==> src/rtl/tnn_neuron_acc.sv <==
// Ternary-neuron accumulator: sums (pc_pos - pc_neg) over BEATS beats and emits a thresholded trit.
// Define TNN_ACC_SAT_EN to saturate each accumulation step; otherwise each step wraps.
module tnn_neuron_acc #(
   parameter int BEATS  = 4,
   parameter int ACC_W  = 8,
   parameter int THR_HI = 2,
   parameter int THR_LO = -2
) (
   input  logic             clk,
   input  logic             rst_n,
   input  logic             in_valid,
   output logic             in_ready,
   input  logic [4:0]       pc_pos,
   input  logic [4:0]       pc_neg,
   input  logic             flush,
   output logic             out_valid,
   input  logic             out_ready,
   output logic [1:0]       out_trit,
   output logic [ACC_W-1:0] out_sum
);

   localparam int CNT_W = $clog2(BEATS + 1);
   localparam logic [CNT_W-1:0] LAST_BEAT = CNT_W'(BEATS - 1);

   typedef enum logic {
      ST_ACC  = 1'b0,
      ST_HOLD = 1'b1
   } state_t;

   state_t                  state_q, state_d;
   logic signed [ACC_W-1:0] acc_q, acc_d;
   logic [CNT_W-1:0]        cnt_q, cnt_d;
   logic                    valid_q, valid_d;
   logic [1:0]              trit_q, trit_d;
   logic [ACC_W-1:0]        sum_q, sum_d;

   logic signed [5:0]       diff;
   logic signed [ACC_W-1:0] acc_nxt;

   assign diff = {1'b0, pc_pos} - {1'b0, pc_neg};

`ifdef TNN_ACC_SAT_EN
   logic signed [ACC_W:0] sum_ext;

   // One guard bit: overflow shows up as disagreement between the top two bits.
   always_comb begin
      sum_ext = (ACC_W+1)'(acc_q) + (ACC_W+1)'(diff);
      if (sum_ext[ACC_W] != sum_ext[ACC_W-1]) begin
         acc_nxt = sum_ext[ACC_W] ? {1'b1, {(ACC_W-1){1'b0}}} : {1'b0, {(ACC_W-1){1'b1}}};
      end else begin
         acc_nxt = sum_ext[ACC_W-1:0];
      end
   end
`else
   always_comb begin
      acc_nxt = acc_q + ACC_W'(diff);
   end
`endif

   always_comb begin
      state_d = state_q;
      acc_d   = acc_q;
      cnt_d   = cnt_q;
      valid_d = valid_q;
      trit_d  = trit_q;
      sum_d   = sum_q;
      if (flush) begin
         state_d = ST_ACC;
         acc_d   = '0;
         cnt_d   = '0;
         valid_d = 1'b0;
      end else if (state_q == ST_ACC) begin
         if (in_valid) begin
            if (cnt_q == LAST_BEAT) begin
               sum_d   = acc_nxt;
               if (int'(acc_nxt) > THR_HI) begin
                  trit_d = 2'b01;
               end else if (int'(acc_nxt) < THR_LO) begin
                  trit_d = 2'b11;
               end else begin
                  trit_d = 2'b00;
               end
               valid_d = 1'b1;
               acc_d   = '0;
               cnt_d   = '0;
               state_d = ST_HOLD;
            end else begin
               acc_d = acc_nxt;
               cnt_d = cnt_q + CNT_W'(1);
            end
         end
      end else begin
         if (out_ready) begin
            valid_d = 1'b0;
            state_d = ST_ACC;
         end
      end
   end

   always_ff @(posedge clk) begin
      if (!rst_n) begin
         state_q <= ST_ACC;
         acc_q   <= '0;
         cnt_q   <= '0;
         valid_q <= 1'b0;
         trit_q  <= 2'b00;
         sum_q   <= '0;
      end else begin
         state_q <= state_d;
         acc_q   <= acc_d;
         cnt_q   <= cnt_d;
         valid_q <= valid_d;
         trit_q  <= trit_d;
         sum_q   <= sum_d;
      end
   end

   assign in_ready  = (state_q == ST_ACC);
   assign out_valid = valid_q;
   assign out_trit  = trit_q;
   assign out_sum   = sum_q;

endmodule

==> config.mk <==
export PLATFORM = sky130hd
export DESIGN_NAME = tnn_neuron_acc
export DESIGN_NICKNAME = d
export VERILOG_FILES = /design/src/rtl/tnn_neuron_acc.sv
export SDC_FILE = /design/constraint.sdc
export NUM_CORES = 1
export LEC_CHECK = 0
export CAP_MARGIN = 20
export CORE_MARGIN = 3
export CORE_UTILIZATION = 30
export CTS_BUF_LIST = sky130_fd_sc_hd__clkbuf_4 sky130_fd_sc_hd__clkbuf_8
export DETAILED_ROUTE_END_ITERATION = 10
export GPL_TIMING_DRIVEN = 0
export PLACE_DENSITY_LB_ADDON = 0.15
export RECOVER_POWER = 25
export SYNTH_ARGS = -nofsm -noshare
export SYNTH_HDL_FRONTEND = slang
export SYNTH_SLANG_ARGS = --single-unit
==> constraint.sdc <==
create_clock -name clk -period 3.3 [get_ports clk]
set_input_delay 0.495 -clock clk [delete_from_list [all_inputs] [get_ports clk]]
set_output_delay 0.495 -clock clk [all_outputs]
set_load 0.02 [all_outputs]
; Yosys cells after proc, flatten, opt, wreduce, memory -nomap -nowiden
; Cells that the tools add are included.
[classes]
n_reduce_logical = 6
n_mux = 12
n_eq_ne = 2
n_shift = 0
multipliers = 0
bitwise = 3
add_sub_neg = 3
n_div = 0
magnitude_cmp = 2
[ops]
columns = operator, count
row1 = 8-bit by 6-bit adder with 8-bit output, 1
row2 = "8-bit by 3-bit greater-than comparator with 1-bit output, second input constant", 1
row3 = "8-bit by 2-bit < comparator with 1-bit output, second input constant", 1
row4 = 1-bit two-way mux, 8
row5 = 8-bit two-way mux, 1
row6 = 5-bit by 5-bit subtractor with 6-bit output, 1
row7 = 2-bit two-way mux, 2
row8 = 4-bit AND reduction, 1
row9 = 2-bit nonzero test, 2
row10 = "3-bit by 1-bit adder with 3-bit output, second input constant", 1
row11 = "3-bit by 2-bit == test with 1-bit output, second input constant", 1
row12 = 3-bit two-way mux, 1
row13 = 1-bit inverter, 3
row14 = 3-bit AND reduction, 1
row15 = "2-bit inequality test, second input constant", 1
row16 = 2-bit AND reduction, 1
row17 = 2-bit OR reduction, 1
[word_totals]
in_bits = 15
mem_bits_ro = 0
mem_bits_rw = 0
n_memories = 0
latchBits = 0
word_cells = 34
out_inout_bits = 12
register_bits = 23

; Logic depth before layout (Yosys ltp)
[depth]
ltp_word = 5
depth_mapped = 14
mapped_depth_nobuf = 14

; Worst setup path before layout
; OpenSTA, ideal clock, no wires.
[synth_path]
path_type = input -> register
start = input port pc_neg[1]
end = register trit_q[0], in the netlist out_trit[0]
arrival_time_ns = 2.994
n_path_buf = 0
stages = 12
setup_slack_ns = 0.184
cell_sequence = inv_1 -> ha_1 -> nor2b_1 -> o31ai_1 -> nand2b_1 -> a21oi_1 -> ha_1 -> nor3b_1 -> a311oi_1 -> o311ai_4 -> nor4b_2 -> o31ai_1
[synth_between]
elab_chain_cells = 5
word_cells_on_any_way = 6
[synth_rtl]
columns = element, line_no
row1 = "start, declared", 14  ; input logic [4:0] pc_neg,
row2 = 5-bit by 5-bit subtractor with 6-bit output *, 40  ; assign diff = {1'b0, pc_pos} - {1'b0, pc_neg};
row3 = 8-bit by 6-bit adder with 8-bit output *, 56  ; acc_nxt = acc_q + ACC_W'(diff);
row4 = 8-bit by 2-bit < comparator with 1-bit output, 78  ; end else if (int'(acc_nxt) < THR_LO) begin
row5 = 2-bit two-way mux, 78
row6 = 2-bit two-way mux *, 76  ; if (int'(acc_nxt) > THR_HI) begin
row7 = "end signal, assigned", 113  ; trit_q <= trit_d;
row8 = "end, declared", 34  ; logic [1:0] trit_q, trit_d;
; Every way passes the cells marked *; elsewhere a longest branch is shown, timed or not.
; A chain may end at the register's enable or synchronous reset.

; Worst setup path after layout
[layout_path]
start = input port pc_neg[0]
end = register trit_q[0], in the netlist out_trit[0]
; Same word-level chain as after synthesis.

==> run_summary.xml <==
<?xml version="1.0" encoding="UTF-8"?>
<metrics>
  <group name="drt">
    <metric name="initialDrtViolationCount" unit="">64</metric>
    <metric name="drt-wirelength-per-cell" unit="µm">12.95</metric>
    <metric name="final_antenna_net_count" unit="">0</metric>
    <metric name="detail_route.drc_violations" unit="">0</metric>
    <metric name="length_of_the_first_detailed_routing_pass_in_iterations" unit="">4</metric>
    <metric name="via_per_inst" unit="">4.781</metric>
    <metric name="via_count" unit="">1353</metric>
    <metric name="wirelength" unit="µm">3665</metric>
  </group>
  <group name="floorplan">
    <metric name="die_y" unit="µm">78.78</metric>
    <metric name="core_region_area" unit="µm²">4911</metric>
    <metric name="boundaryPins" unit="">27</metric>
    <metric name="die-area" unit="µm²">6206</metric>
    <metric name="num_rows" unit="">25</metric>
    <metric name="fp.dieW" unit="µm">78.78</metric>
    <metric name="start_util" unit="%">32.36</metric>
  </group>
  <group name="sta">
    <metric name="setup_slack" unit="ns">0.1657</metric>
    <metric name="transition_time_at_the_pin_with_the_least_slew_margin" unit="ns">0.8318</metric>
    <metric name="slew-limit-headroom" unit="%">44.55</metric>
    <metric name="max_clock_freq" unit="MHz">319.1</metric>
    <metric name="timing.setup.tns" unit="ns">0</metric>
    <metric name="clock_skew" unit="ns">0.004403</metric>
    <metric name="final_hold_fails" unit="">0</metric>
    <metric name="setup_repair_after_global_routing_missed_its_margin" unit="">false</metric>
    <metric name="fin_crit_sh" unit="%">94.98</metric>
    <metric name="number_of_endpoints_failing_setup_at_the_final_stage" unit="">0</metric>
    <metric name="period_minus_slack" unit="ns">3.134</metric>
    <metric name="timing.hold.ws" unit="ns">0.4510</metric>
    <metric name="drv_slew" unit="">0</metric>
  </group>
  <group name="yosys">
    <metric name="synth_edf_count" unit="">0</metric>
    <metric name="synthCells" unit="">179</metric>
    <metric name="ys_ff_latch" unit="">23</metric>
    <metric name="synth_area" unit="µm²">1589</metric>
    <metric name="synth.distinct_cells" unit="">48</metric>
    <metric name="dominantRegCellSynth" unit="">sky130_fd_sc_hd__dfxtp_1</metric>
    <metric name="synth-warning-count" unit="">0</metric>
    <metric name="seq_area_frac_synth" unit="%">28.98</metric>
    <metric name="synthesis.area_per_instance" unit="µm²">8.877</metric>
    <metric name="async_flop_share" unit="%">0</metric>
    <metric name="synth.net_count" unit="">210</metric>
  </group>
  <group name="run_status">
    <metric name="result_of_the_run" unit="">finished clean</metric>
  </group>
  <group name="setup_path">
    <metric name="worst_ep_required_time" unit="ns">3.46</metric>
    <metric name="crit_family" unit="">adder cells</metric>
    <metric name="crit_slowest_cell" unit="">sky130_fd_sc_hd__clkdlybuf4s50_1</metric>
    <metric name="critical-path-max-stage-delay" unit="ns">0.46</metric>
    <metric name="timing.critical_path.buf_inv" unit="">2</metric>
    <metric name="worstSetupPathType" unit="">input pin to flip-flop</metric>
    <metric name="worstPathCellList" unit="">clkdlybuf4s50_1 &gt; ha_2 &gt; inv_1 &gt; fa_2 &gt; a21o_1 &gt; a21oi_2 &gt; xnor2_2 &gt; ha_2 &gt; nor2_2 &gt; o21bai_2 &gt; a31oi_4 &gt; xnor2_2 &gt; nor4b_2 &gt; o31ai_1</metric>
    <metric name="endpoint_kind" unit="">flip-flop</metric>
    <metric name="critical_path_arrival" unit="ns">3.29</metric>
    <metric name="crit_path_start_kind" unit="">input pin</metric>
    <metric name="cp_max_fo" unit="">3</metric>
  </group>
  <group name="worst_hold_path">
    <metric name="hold_path.class" unit="">flip-flop to flip-flop</metric>
  </group>
  <group name="clock_network">
    <metric name="clkLatencyLatePin" unit="ns">0.27</metric>
    <metric name="cts_tree" unit="">built</metric>
    <metric name="clkTransAtPathRegs" unit="ns">0.08</metric>
    <metric name="clock_path_buffers" unit="">2</metric>
    <metric name="cts_max_level" unit="">1</metric>
    <metric name="cts.sinks" unit="">23</metric>
    <metric name="cts_hold_buffers" unit="">0</metric>
    <metric name="cts_buffers" unit="">3</metric>
    <metric name="cts.root.buffer_cell" unit="">sky130_fd_sc_hd__clkbuf_8</metric>
  </group>
  <group name="run">
    <metric name="maxCapViolations" unit="">0</metric>
  </group>
  <group name="grt">
    <metric name="global_route.overflow_total" unit="">0</metric>
    <metric name="number_of_antenna_violations_at_the_first_check_in_global_routing" unit="">0</metric>
    <metric name="global_route.usage.total" unit="%">11.77</metric>
    <metric name="grt_start_max_net_pins" unit="">14</metric>
    <metric name="via_count_of_the_first_global_routing_pass" unit="">1357</metric>
    <metric name="grt_pass1_wl" unit="µm">5927</metric>
  </group>
  <group name="place">
    <metric name="place_ws" unit="ns">-0.7117</metric>
    <metric name="dp_cells" unit="">272</metric>
    <metric name="gpl.final_weighted_congestion" unit="">0.7918</metric>
    <metric name="place.port_buffers" unit="">26</metric>
    <metric name="detailed_place_hpwl" unit="µm">2731</metric>
  </group>
  <group name="power_and_ir_drop">
    <metric name="p_leak" unit="µW">0.0008867</metric>
    <metric name="power_density" unit="nW/µm²">371.4</metric>
    <metric name="vdd.ir_drop.worst" unit="µV">148.3</metric>
  </group>
  <group name="cells_and_area">
    <metric name="layoutNonFillerInstCount" unit="">283</metric>
    <metric name="fin_nets" unit="">248</metric>
    <metric name="diodes" unit="">0</metric>
    <metric name="drive_above_1_share" unit="%">21.76</metric>
    <metric name="synthToLayoutAreaGrowth" unit="%">37.80</metric>
  </group>
</metrics>
metal layers:
metal | up-vias | wire length, µm | GRT usage (%)
li1 | 708 | - | -
met1 | 614 | 1791 | 14.38
met2 | 29 | 1704 | 21.48
met3 | 2 | 146 | 1.927
met4 | 0 | 23 | 2.622
met5 | - | 0 | 0
state kept, by name (all words and copies together) (netlist names):
signal and cells:
acc_q 8, out_sum 8, cnt_q 3, out_trit 2
out_valid 1, state_q 1
placed cells by master, fill, tap and decap left out, types with 3 or more instances in the layout:
master / instances
sky130_fd_sc_hd__ha_4: 3
sky130_fd_sc_hd__a21boi_1: 4
sky130_fd_sc_hd__clkbuf_1: 3
sky130_fd_sc_hd__nor2_1: 19
sky130_fd_sc_hd__dfxtp_1: 23
sky130_fd_sc_hd__buf_4: 7
sky130_fd_sc_hd__nand2_1: 20
sky130_fd_sc_hd__ha_1: 8
sky130_fd_sc_hd__clkbuf_8: 3
sky130_fd_sc_hd__a21oi_2: 3
sky130_fd_sc_hd__ha_2: 3
sky130_fd_sc_hd__a22oi_1: 8
sky130_fd_sc_hd__inv_1: 16
sky130_fd_sc_hd__clkdlybuf4s50_1: 17
sky130_fd_sc_hd__a21boi_0: 4
sky130_fd_sc_hd__a21oi_1: 4
sky130_fd_sc_hd__nor3_1: 3
sky130_fd_sc_hd__dlygate4sd3_1: 7
sky130_fd_sc_hd__nor2b_1: 3
worst paths after layout:
check	startpoint	end	slack, ns	depth (start not counted)
setup / recovery	pc_neg[0]	out_trit[0]	0.17	14
hold / removal	out_trit[1]	out_trit[1]	0.45	2
setup reg to reg	acc_q[0]	out_trit[0]	1.14	9
hold reg to reg	out_trit[1]	out_trit[1]	0.45	2
Yosys cell counts (2+ instances only):
cell	count	area share, %
sky130_fd_sc_hd__xor2_1	2	1.1
sky130_fd_sc_hd__inv_1	17	4.0
sky130_fd_sc_hd__nor2b_1	4	1.6
sky130_fd_sc_hd__o21ai_0	2	0.63
sky130_fd_sc_hd__clkbuf_1	3	0.71
sky130_fd_sc_hd__a21oi_1	7	2.2
sky130_fd_sc_hd__dfxtp_1	23	29
sky130_fd_sc_hd__o21bai_1	2	0.94
sky130_fd_sc_hd__a21boi_0	5	2.4
sky130_fd_sc_hd__nand2_1	20	4.7
sky130_fd_sc_hd__a311oi_1	2	1.1
sky130_fd_sc_hd__nand3_1	2	0.63
sky130_fd_sc_hd__mux2i_1	2	1.3
sky130_fd_sc_hd__a22oi_1	8	3.8
sky130_fd_sc_hd__ha_1	14	11
sky130_fd_sc_hd__nor2_1	20	4.7
sky130_fd_sc_hd__a211oi_4	2	2.5
sky130_fd_sc_hd__a21boi_1	3	1.4
sky130_fd_sc_hd__nor3b_1	2	0.94
sky130_fd_sc_hd__nand2b_1	3	1.2
sky130_fd_sc_hd__xnor2_1	3	1.7
sky130_fd_sc_hd__nor3_1	3	0.94
sky130_fd_sc_hd__fa_1	2	2.5
sky130_fd_sc_hd__o21ai_1	2	0.63
sky130_fd_sc_hd__o31ai_1	2	0.94
sky130_fd_sc_hd__o211a_1	2	1.3
power by group:
group	switching, µW	internal [µW]
Sequential	5.92	285
Clock	94.6	84.4
Combinational	182	162
Total	283	531
per-stage QoR:
step	area [µm²]	total power (µW)	util, %
6_report	2190	813.2	44.59
5_1_grt	2190	872.5	44.59
4_1_cts	2041	763.2	41.55
3_5_place_dp	1933	560.1	39.36
3_3_place_gp	1933	560.3	39.36
2_1_floorplan	1589	494.1	-
repair_timing:
item	in CTS	in global routing
cloned	0	0
gates resized for setup	11	23
pin swaps	7	13
setup buffers	1	6
setup endpoints to repair	8	5
area by class of cell:
class | instances | area, µm²
buffer | 5 | 52.55
clock buffer | 3 | 41.29
clock inverter | 1 | 5.005
fill | 519 | 2721
inverter | 17 | 63.81
multi-input combinational | 134 | 1165
sequential | 23 | 460.4
tap | 67 | 83.83
timing repair buffer | 33 | 317.8
worst reg2reg max path: cells and delay by family, from the launching register on:
kind	cells	cell delay (ns)
AO/OA/AOI/OAI	4	0.65
adder cells (fa/ha/maj)	2	0.58
buffers and inverters	1	0.07
flip-flops	1	0.34
AND/OR/NAND/NOR	2	0.41
cell families after synthesis:
family	after synthesis	synth area share, %
DFF	23	28.98
AOI/OAI and AO/OA	50	27.17
adders and majority gates	16	13.54
buffers and inverters	22	7.323
and+or+nand+nor	61	18.98
xor gates and xnor gates	5	2.756
muxes	2	1.260
No activity file was read; power rests on OpenSTA's default activity.
==> patch: new RTL, same settings <==
Make the reset (`rst_n`) asynchronous in one clocked block.
--- a/src/rtl/tnn_neuron_acc.sv
+++ b/src/rtl/tnn_neuron_acc.sv
@@ -97,7 +97,7 @@
       end
    end
 
-   always_ff @(posedge clk) begin
+   always_ff @(posedge clk or negedge rst_n) begin
       if (!rst_n) begin
          state_q <= ST_ACC;
          acc_q   <= '0;
Function: differs if rst_n is asserted again (counterexample within 10 cycles, from zero or initial values and one cycle with rst_n low); with rst_n held inactive, the same outputs for 10 cycles.
==> patch against the unedited design <==
Synthesized cell count is 20% lower. Sequential cell count did not move. Sequential share of layout area grew 5.5 points. Design area fell by 0.86%. Routed wire length fell by 5.6%. Register-to-register slack got worse by 0.28 ns. Worst setup slack got worse by 0.079 ns. First-iteration DRC count fell by 73%. Count of clock-buffer cells in the layout stayed put. Core utilization increased by 3.6 points. Area after synthesis is 9.4% lower. Non-clock buffer count increased by 4. Largest cell class unchanged. Highest routed layer unchanged.
Power is not compared: it rests on default switching activity, and its combinational part moved more than twofold at a synthesized area within 25%.
==> patch: results (changes against the unedited design) <==
metric	value	unit	change
synthFlopType	dfrtp_1		was dfxtp_1
min_from	out_trit[1]		unchanged
grt_util_met3	2.54	%	was 1.93%
io_buffer_count	25		was 26
path_clk_slew	0.08	ns	about the same
regToRegSetupSlack	0.86	ns	was 1.14 ns
drt-wirelength-per-cell	14.4	um	was 13.0 um
ir_drop	0.000288	V	
slew_headroom	37.3	%	was 44.5%
drtIter0Drc	17		was 64
layout.nets	220		was 248
grt.total_usage	12.2	%	was 11.8%
cp.arrival	3.37	ns	was 3.29 ns
ys_async_sr_fraction	100	%	was 0%
dieArea	5670	um2	was 6210 um2
nonClkBufAreaFrac	17.3	%	was 16.9%
grt_use_met1	14.7	%	was 14.4%
wl_met1	1.59	mm	was 1.79 mm
grt_max_degree	24		was 14
multi_input_gates	103		was 134
synth_nets	175		was 210
met2_usage	21.7	%	was 21.5%
endpoint	out_sum[7]		was out_trit[0]
vias	1199		was 1,353
place_hpwl	2.37	mm	was 2.73 mm
regArea	576	um2	was 460 um2
drt_wl_total	3.46	mm	was 3.67 mm
dr_wl_met3	123	um	was 146 um
reg2reg_depth	10		was 9
postPlaceCellArea	1760	um2	was 1930 um2
yosysUniqueCellTypes	41		was 48
fin_ws	0.0865	ns	was 0.166 ns
gp_congestion	0.812		was 0.792
r2r-end	out_trit[0]		unchanged
startpoint	pc_pos[0]		was pc_neg[0]
clk_share	2.13	%	was 2.11%
ys_top_cells_by_area	dfrtp_1 40%, ha_1 12%, nand2_1 4.2%, inv_1 3.9%, a22o_1 3.0%		was dfxtp_1 29%, ha_1 11%, nand2_1 4.7%, nor2_1 4.7%, inv_1 4.0%
n_all_buffers	42		was 38
route.met2.wl	1.70	mm	about the same
cp-start-kind	input port		unchanged
drive_above_1_share	31.9	%	was 21.8%
synth.avg_cell_area	10.0	um2	was 8.88 um2
inverters	16		was 17
ys_seq_area_share	40.0	%	was 29.0%
rr_startpoint	acc_q[0]		unchanged
fillers	421		was 519
grt_pass1_wl	5.38	mm	was 5.93 mm
min_to	out_trit[1]		unchanged
status	completed		unchanged
fin_skew	0.00341	ns	was 0.00440 ns
hold_ws	0.482	ns	was 0.451 ns
pre_cts_ws	-0.540	ns	was -0.712 ns
multi_input_area	1040	um2	was 1160 um2
synth.top_cells.by_count	23 x dfrtp_1, 16 x nand2_1, 15 x inv_1, 14 x ha_1, 8 x o21ai_1		was 23 x dfxtp_1, 20 x nand2_1, 20 x nor2_1, 17 x inv_1, 14 x ha_1
-- patch: changes by cell type in the layout (fill, tap and decap cells not counted), moves of 7 or more --
cell	before	now
dfxtp_1	23	0
nor2_1	19	4
dfrtp_1	0	23
a22oi_1	8	0
o21ai_1	1	8
inv_1	16	8
buf_4	7	14
-- patch: what timing repair did --
item / 4_1_cts / 5_1_grt
pin swaps: 15 / 22
gates resized for setup: 15 / 37
cloned: 0 / 0
setup endpoints to repair: 4 / 5
endpoints found under the hold margin: 0 / 0
buffers inserted: 6 / 8
-- patch: kinds of logic (layout without fill, tap and decap cells) --
logic type               after synthesis  in the layout  synth area share, %
AO/OA/AOI/OAI                         34             34                 16.3
AND/OR/NAND/NOR                       40             40                 13.9
XOR/XNOR                               7              7                 5.30
multiplexers                           6              6                 4.86
flip-flops                            23             23                 40.0
buffers and inverters                 18             62                 4.69
adder cells (fa/ha/maj)               16             16                 14.9
-- patch: power groups by stage --
stage | registers, mW | logic, mW | clock network, mW
after global placement | 0.380 | 0.496 | 0
after floorplan | 0.420 | 0.297 | 0
after detailed placement | 0.383 | 0.508 | 0
final | 0.383 | 0.796 | 0.173
after CTS | 0.379 | 0.623 | 0.182
after global routing | 0.393 | 0.858 | 0.191
-- patch: critical path: stages --
cell           delay [ns]
dlygate4sd2_1        0.24
inv_2                0.06
ha_4                 0.13
inv_2                0.04
fa_2                 0.34
a21o_1               0.19
a21oi_2              0.18
xnor2_2              0.18
ha_4                 0.26
a21oi_2              0.13
nand2_2              0.08
a41oi_4              0.25
o31ai_4              0.11
xnor3_2              0.27
buf_4                0.16
mux2_2               0.25
